`config.mk`:
```
export PLATFORM = sky130hd
export DESIGN_NAME = pipe_stage_buf
export DESIGN_NICKNAME = d
export VERILOG_FILES = /design/src/rtl/pipe_stage_pkg.sv /design/src/rtl/pipe_stage_buf_sat_counter.sv /design/src/rtl/pipe_stage_buf.sv
export SDC_FILE = /design/constraint.sdc
export NUM_CORES = 1
export LEC_CHECK = 0
export CAP_MARGIN = 20
export CORE_ASPECT_RATIO = 1.1
export CORE_MARGIN = 5
export CORE_UTILIZATION = 31
export CTS_CLUSTER_SIZE = 14
export DETAILED_ROUTE_END_ITERATION = 6
export PLACE_DENSITY_LB_ADDON = 0.05
export SETUP_SLACK_MARGIN = 0.2
export SLEW_MARGIN = 30
export SYNTH_ARGS = -nofsm -noshare
export SYNTH_HDL_FRONTEND = slang
export SYNTH_SLANG_ARGS = --single-unit
```
`constraint.sdc`:
```
create_clock -name CLK -period 5.7 [get_ports CLK]
set_input_delay 1.14 -clock CLK [delete_from_list [all_inputs] [get_ports CLK]]
set_output_delay 1.14 -clock CLK [all_outputs]
set_load 0.01 [all_outputs]
```
`src/rtl/pipe_stage_pkg.sv`:
```
// pipe_stage_pkg: shared state encoding and occupancy constants for pipe_stage_buf.
package pipe_stage_pkg;
    typedef enum logic [1:0] {
        EMPTY = 2'd0,
        BUSY  = 2'd1,
        FULL  = 2'd2
    } state_t;
    localparam logic [1:0] OCC_EMPTY = 2'd0;
    localparam logic [1:0] OCC_BUSY  = 2'd1;
    localparam logic [1:0] OCC_FULL  = 2'd2;
endpackage

```
`src/rtl/pipe_stage_buf_sat_counter.sv`:
```
// sat_counter: W-bit up counter with enable and synchronous clear, saturating at all-ones.
//   i_clk  clock
//   i_clr  synchronous clear (wins over i_en)
//   i_en   count enable
//   o_cnt  current count
module sat_counter #(
    parameter int W = 16
) (
    input  logic         i_clk,
    input  logic         i_clr,
    input  logic         i_en,
    output logic [W-1:0] o_cnt
);
    logic [W-1:0] r_cnt;
    always_ff @(posedge i_clk) begin
        if (i_clr) r_cnt <= '0;
        else if (i_en && r_cnt != '1) r_cnt <= r_cnt + W'(1);
    end
    assign o_cnt = r_cnt;
endmodule

```
`src/rtl/pipe_stage_buf.sv`:
```
// pipe_stage_buf: valid/ready pipeline stage register with squash, optional skid entry and stall counter.
//   Build option: define PIPE_SKID_EN for two-entry storage with a registered in_ready.
//   CLK/RST            clock, synchronous active-high reset
//   flush              squash held entries and any concurrent input
//   in_valid/in_ready/in_data     upstream handshake and payload
//   out_valid/out_ready/out_data  downstream handshake and oldest payload
//   occ                entries held (0..2)
//   stall_cnt          saturating count of cycles with out_valid & ~out_ready
module pipe_stage_buf
    import pipe_stage_pkg::*;
#(
    parameter int WIDTH = 64,
    parameter int CNT_W = 16
) (
    input  logic             CLK,
    input  logic             RST,
    input  logic             flush,
    input  logic             in_valid,
    output logic             in_ready,
    input  logic [WIDTH-1:0] in_data,
    output logic             out_valid,
    input  logic             out_ready,
    output logic [WIDTH-1:0] out_data,
    output logic [1:0]       occ,
    output logic [CNT_W-1:0] stall_cnt
);
    state_t           r_state;
    state_t           w_next;
    logic [WIDTH-1:0] r_main;
    logic [WIDTH-1:0] w_main_d;
    logic             w_load_main;
    logic             w_accept;
    logic             w_fire;

    assign out_valid = r_state != EMPTY;
    assign out_data  = r_main;
    assign occ       = (r_state == FULL) ? OCC_FULL : (r_state == BUSY) ? OCC_BUSY : OCC_EMPTY;
    assign w_accept  = in_valid & in_ready;
    assign w_fire    = out_valid & out_ready;

    always_comb begin
        w_next = r_state;
        if (flush) w_next = EMPTY;
        else case (r_state)
            EMPTY:   w_next = w_accept ? BUSY : EMPTY;
            BUSY:    w_next = (w_accept & ~w_fire) ? FULL : (~w_accept & w_fire) ? EMPTY : BUSY;
            FULL:    w_next = w_fire ? BUSY : FULL;
            default: w_next = EMPTY;
        endcase
    end

`ifdef PIPE_SKID_EN
    logic [WIDTH-1:0] r_skid;
    logic             r_in_ready;
    // FULL drains the skid entry into main; otherwise main takes fresh input
    // when it is empty or being consumed this cycle.
    assign w_main_d    = (r_state == FULL) ? r_skid : in_data;
    assign w_load_main = ~flush & ((r_state == FULL) ? w_fire : w_accept & (r_state == EMPTY | w_fire));
    assign in_ready    = r_in_ready;
    always_ff @(posedge CLK) begin
        if (~flush & w_accept & ~w_fire & (r_state == BUSY)) r_skid <= in_data;
        // ready is precomputed from the next state so it never depends on out_ready combinationally
        r_in_ready <= RST ? 1'b1 : (w_next != FULL);
    end
`else
    assign w_main_d    = in_data;
    assign w_load_main = ~flush & w_accept;
    assign in_ready    = ~out_valid | out_ready;
`endif

    always_ff @(posedge CLK) begin
        if (RST) begin
            r_state <= EMPTY;
            r_main  <= '0;
        end else begin
            r_state <= w_next;
            if (w_load_main) r_main <= w_main_d;
        end
    end

    sat_counter #(.W(CNT_W)) u_stall (
        .i_clk (CLK),
        .i_clr (RST),
        .i_en  (out_valid & ~out_ready),
        .o_cnt (stall_cnt)
    );
endmodule

```
==> results.toml, run 1 <==
[status]
status = "completed"

[min_path]
hold_class = "flop to flop"

[job]
drv_cap = 0

[sta]
rsz0062_at_grt = "no"
holdWs_ns = 0.454
period_needed_ns = 3.79
worst_pin_slew_ns = 0.865
finalHoldViolations = 0
slew_headroom_pct = 42.3
max_freq_ghz = 0.264
fin_tns_setup_ns = 0
maxSlewViolCount = 0
finalClockSkew_ns = 0.00660
finalSetupViolations = 0
min_period_over_period_pct = 66.6

[route]
vias_per_cell = 4.76
num_vias = 3129
drtPass1Iterations = 4
ant_nets = 0
drtIter0Drc = 126
wirelength_mm = 9.39
routedWlPerCell_um = 14.3
remaining_drc_errors = 0

[logic_synthesis]
syn_area_um2 = 3170
synth_flop_cell = "dfxtp_1"
syn_area_per_cell_um2 = 8.11
synthTopCellsByArea = "dfxtp_1 (52%), nand2_1 (16%), a21oi_1 (11%)"
yosys_warnings = 0
ys_types = 41
synth_top_area_cell = "dfxtp_1"
synth_top_cell_area_share_pct = 51.8
synth-seq-area-share_pct = 51.8
synth_edf_count = 0
synth_seq_cells = 82
ys_async_sr_fraction_pct = 0
synthesis.nets = 462
syn_inst = 391

[setup_path]
critical_path.endpoint_type = "output pin"
crit_path_cell_trace = "clkdlybuf4s50_1 -> o21ba_1 -> inv_6 -> clkdlybuf4s50_1"
worstPathArrival_ns = 2.65
path_max_fanout = 10
critPathKind = "input port to output pin"
path_common_cell = "clkdlybuf4s50_1"
required_ns = 4.56
slowest_delay_ns = 0.49
slowest_stage = "clkdlybuf4s50_1"
start_kind = "input port"

[cells_and_area]
nets = 605
num_antenna_cells = 0
final_common_cell = "clkdlybuf4s50_1"
mostFrequentLayoutCells = "clkdlybuf4s50_1 (151), nand2_1 (133), dfxtp_1 (82)"
syn_to_final_growth_pct = 56.9
layout-drive-gt1-share_pct = 5.20

[clock_tree]
cts-resized-gates = 0
cts.clk_slew.worst_paths_ns = 0.07
cts_sinks = 82
root_buffer = "clkbuf_8"
htreeDepth = 3
tritoncts = "done"
cts_setup_buffers = 0
cts_buffers = 9
ctsHoldBuffers = 0
clk_latency_ns = 0.34
cts.path.max_buffers = 2

[grt]
grt_max_degree = 65
grt_overflow = 0
antenna_found_initial = 0
track_usage_pct = 14.9
grt_pass1_wl_mm = 14.7
grt_pass1_vias = 2950

[power_and_ir_drop]
irDropWorstVdd_uv = 133
p_per_area_nw_per_um2 = 249
leakage_nw = 1.76

[floorplan]
start_util_pct = 31.9
core_um2 = 9940
die_y_um = 116
dieArea_um2 = 12300
die_w_um = 106
num_rows = 38
io-pin-count = 153

[place]
port_buffers = 152
globalplace.congestion = 0.749
dp_hpwl_mm = 6.52
## worst paths after layout
kind	slack, ns	startpoint	cells after the start	end
worst max-delay path	1.91	out_ready	4	in_ready
worst min-delay path	0.45	out_data[25]$_SDFFE_PP0P_	2	out_data[25]$_SDFFE_PP0P_
worst min register to register	0.45	out_data[25]$_SDFFE_PP0P_	2	out_data[25]$_SDFFE_PP0P_
worst max register to register	3.51	u_stall.o_cnt[0]$_SDFFE_PP0P_	5	u_stall.o_cnt[0]$_SDFFE_PP0P_
## cell type report
class	instances	area [µm²]
clock buffer	13	159
clock inverter	2	60.1
fill	1011	4960
inverter	2	12.5
multi-input combinational	283	1400
sequential	82	1640
tap	120	150
timing repair buffer	156	1550
## stage by stage
stage	power [mW]	utilization [%]	worst slack [ns]	cells	area, µm²
final	1.24	50.0	1.91	658	4970
after global routing	1.30	50.0	1.82	658	4970
after floorplan	0.682	-	2.97	391	3170
after detailed placement	0.787	47.8	1.90	643	4750
after global placement	0.784	47.8	1.93	643	4750
after CTS	1.26	50.0	1.89	658	4970
## cells in the mapped netlist, drive strengths merged (2+ instances only)
| cell | n |
|---|---|
| nand2 | 133 |
| dfxtp | 82 |
| a21oi | 70 |
| clkbuf | 17 |
| nor2 | 9 |
| buf | 7 |
| nor3 | 7 |
| nand3 | 6 |
| nand4 | 6 |
| nor2b | 6 |
| mux2 | 4 |
| mux2i | 4 |
| o21ai | 4 |
| nor4 | 3 |
| o31ai | 3 |
| or3 | 3 |
| or4 | 3 |
| a31oi | 2 |
| and3 | 2 |
| ha | 2 |
| inv | 2 |
| nand2b | 2 |
## flip-flops by register name (all words and copies together) (netlist names)
name and flops:
r_state 2, u_stall.o_cnt 16, out_data 64
## routing by layer
layer	vias up	wire, µm	GRT usage (%)
met5	-	0	0
met4	0	117	5.44
met3	10	586	4.62
met2	87	4480	24.6
met1	1429	4200	18.3
li1	1603	-	-
## critical path, delay by kind of cell
family,cells,cell delay (ns)
AOI/OAI and AO/OA,1,0.47
buffers and inverters,3,1.04
## where the power goes
part	internal, mW	switching [mW]	leakage, nW
Clock	0.269	0.199	0.110
Sequential	0.594	0.0108	0.668
Combinational	0.0955	0.0699	0.986
## kinds of logic after synthesis
family                     after synthesis  synth area share, %
adders and majority gates                2                0.789
muxes                                    8                 2.68
DFF                                     82                 51.8
and+or+nand+nor                        186                 25.7
buffers and inverters                   26                 4.11
xor gates and xnor gates                 1                0.276
AOI/OAI and AO/OA                       86                 14.6
Note: power is estimated with default switching activity, not from simulation.
==> inputs of run 2 (changes only) <==
- clock period: 5.7 -> 3.58 ns (I/O delays scaled with it)
==> run 2 against run 1 <==
Against the previous run: core utilization up 0.076 points; highest routed layer unchanged; largest cell class unchanged; first-iteration DRC count down 13%; largest power group unchanged; register-to-register slack worse by 2.1 ns; die area unchanged; cell area up 0.15%.
==> results.toml, run 2 (synthesis gave the netlist of run 1 again) <==
[clock_tree]
tritoncts = "done"
cts.path.max_buffers = 2
htreeDepth = 3
cts.clk_slew.worst_paths_ns = 0.08
cts_buffers = 9
cts_sinks = 82
clk_latency_ns = 0.34
root_buffer = "clkbuf_8"
cts_setup_buffers = 0
ctsHoldBuffers = 0
cts-resized-gates = 0

[setup_path]
crit_family = "buffers and inverters"
crit-reg2reg-launch = "u_stall.o_cnt[0]$_SDFFE_PP0P_"
path_max_fanout = 10
path_common_cell = "clkdlybuf4s50_1"
timing.rr.end = "u_stall.o_cnt[0]$_SDFFE_PP0P_"
start_kind = "input port"
worst-path-buf-inv = 3
critical_path.endpoint_type = "output pin"
worstPathArrival_ns = 2.23
crit_path_cell_trace = "clkdlybuf4s50_1 -> o21ba_1 -> inv_6 -> clkdlybuf4s50_1"
required_ns = 2.86
worst-r2r-setup-slack_ns = 1.41
slowest_delay_ns = 0.50
slowest_stage = "clkdlybuf4s50_1"
critPathKind = "input port to output pin"
rr_worst_depth = 5

[power_and_ir_drop]
leakage_nw = 1.77
finalPower_mw = 1.93
irDropWorstVdd_uv = 169
p_per_area_nw_per_um2 = 387

[job]
drv_cap = 0

[grt]
grt_overflow = 0
use_met2_pct = 25.9
gr-usage-met1_pct = 18.6
antenna_found_initial = 0
grt_pass1_wl_mm = 15.0
grt_use_met3_pct = 3.62
grt_pass1_vias = 3036
grt-busiest-layer = "met2"
grt_max_degree = 42
track_usage_pct = 15.2

[place]
globalplace.congestion = 0.771
place_area_um2 = 4770
port_buffers = 152
dp_hpwl_mm = 6.63
post-place-ws_ns = 0.587

[sta]
finalSetupViolations = 0
finalHoldViolations = 0
maxSlewViolCount = 0
finalClockSkew_ns = 0.00889
period_needed_ns = 2.95
fin_tns_setup_ns = 0
max_freq_ghz = 0.339
rsz0062_at_grt = "no"
final.setup.worst_slack_ns = 0.633
worst_pin_slew_ns = 0.689
slew_headroom_pct = 53.7
min_period_over_period_pct = 82.3

[cells_and_area]
num_antenna_cells = 0
syn_to_final_growth_pct = 57.1
fin_area_um2 = 4980
fillCellCount = 988
fin_util_pct = 50.1
largest_reg_flops = 64
nets = 607
final_common_cell = "clkdlybuf4s50_1"
layout-drive-gt1-share_pct = 6.10
mostFrequentLayoutCells = "clkdlybuf4s50_1 (151), nand2_1 (133), dfxtp_1 (82)"

[min_path]
holdPathStages = 2
hp-start = "out_data[60]$_SDFFE_PP0P_"
min_delay_worst_endpoint = "out_data[60]$_SDFFE_PP0P_"
hold_class = "flop to flop"

[floorplan]
io-pin-count = 153
start_util_pct = 31.9
dieArea_um2 = 12300
core_um2 = 9940
num_rows = 38
die_w_um = 106
die_y_um = 116

[route]
vias_per_cell = 4.74
ant_nets = 0
remaining_drc_errors = 0
routedWlPerCell_um = 14.1
wirelength_mm = 9.32
drtPass1Iterations = 4
num_vias = 3132
drtIter0Drc = 110

[status]
status = "completed"
[run 2: cell count changes in the layout (fill, tap and decap cells not counted), sizes merged]
| cell | change |
|---|---|
| bufinv | -1 |
| clkbuf | -2 |
| clkinvlp | +1 |
| buf | +2 |
| inv | +1 |
| clkinv | +2 |
[run 2: how the worst max path moves through the flow]
stage	from	to	slack (ns)	cells after the start
5_1_grt	out_ready	in_ready	0.54	4
2_1_floorplan	out_ready	u_stall.o_cnt[15]$_SDFFE_PP0P_	1.27	6
3_3_place_gp	out_ready	u_stall.o_cnt[15]$_SDFFE_PP0P_	0.60	6
3_5_place_dp	out_ready	u_stall.o_cnt[15]$_SDFFE_PP0P_	0.59	6
4_1_cts	out_ready	in_ready	0.63	4
6_report	out_ready	in_ready	0.63	4
[run 2: layout make-up]
type	count	area (µm²)	share of cell area, %
clock inverters	5	60.1	1.21
clock buffers	11	151	3.04
well taps	120	150	3.02
multi-input cells	283	1400	28.2
repair buffers	158	1560	31.4
flip-flops and latches	82	1640	33.0
inverters	2	12.5	0.251
[run 2: report_power, final]
group	total, mW	switching, mW	leakage, nW	internal, mW
Clock	0.700	0.336	0.106	0.363
Combinational	0.265	0.111	0.995	0.153
Sequential	0.964	0.0172	0.668	0.946
Total	1.93	0.465	1.77	1.46
[run 2: routing by layer]
layer | vias to the layer above | share of wire (%) | wire [µm]
met5 | - | 0 | 0
met4 | 0 | 0.88 | 82
met3 | 7 | 5.8 | 544
met2 | 91 | 49 | 4580
met1 | 1430 | 44 | 4120
li1 | 1604 | - | -
[run 2: worst min-delay path, stage by stage, from the launching register on]
cell and delay [ns]:
dfxtp_1 0.31, nand2_1 0.05, a21oi_1 0.05
[run 2: per-stage QoR]
step | hold WS, ns | std cells
after floorplan | 0.478 | 391
after global placement | 0.441 | 645
after detailed placement | 0.446 | 645
after CTS | 0.458 | 661
after global routing | 0.471 | 661
final | 0.455 | 661
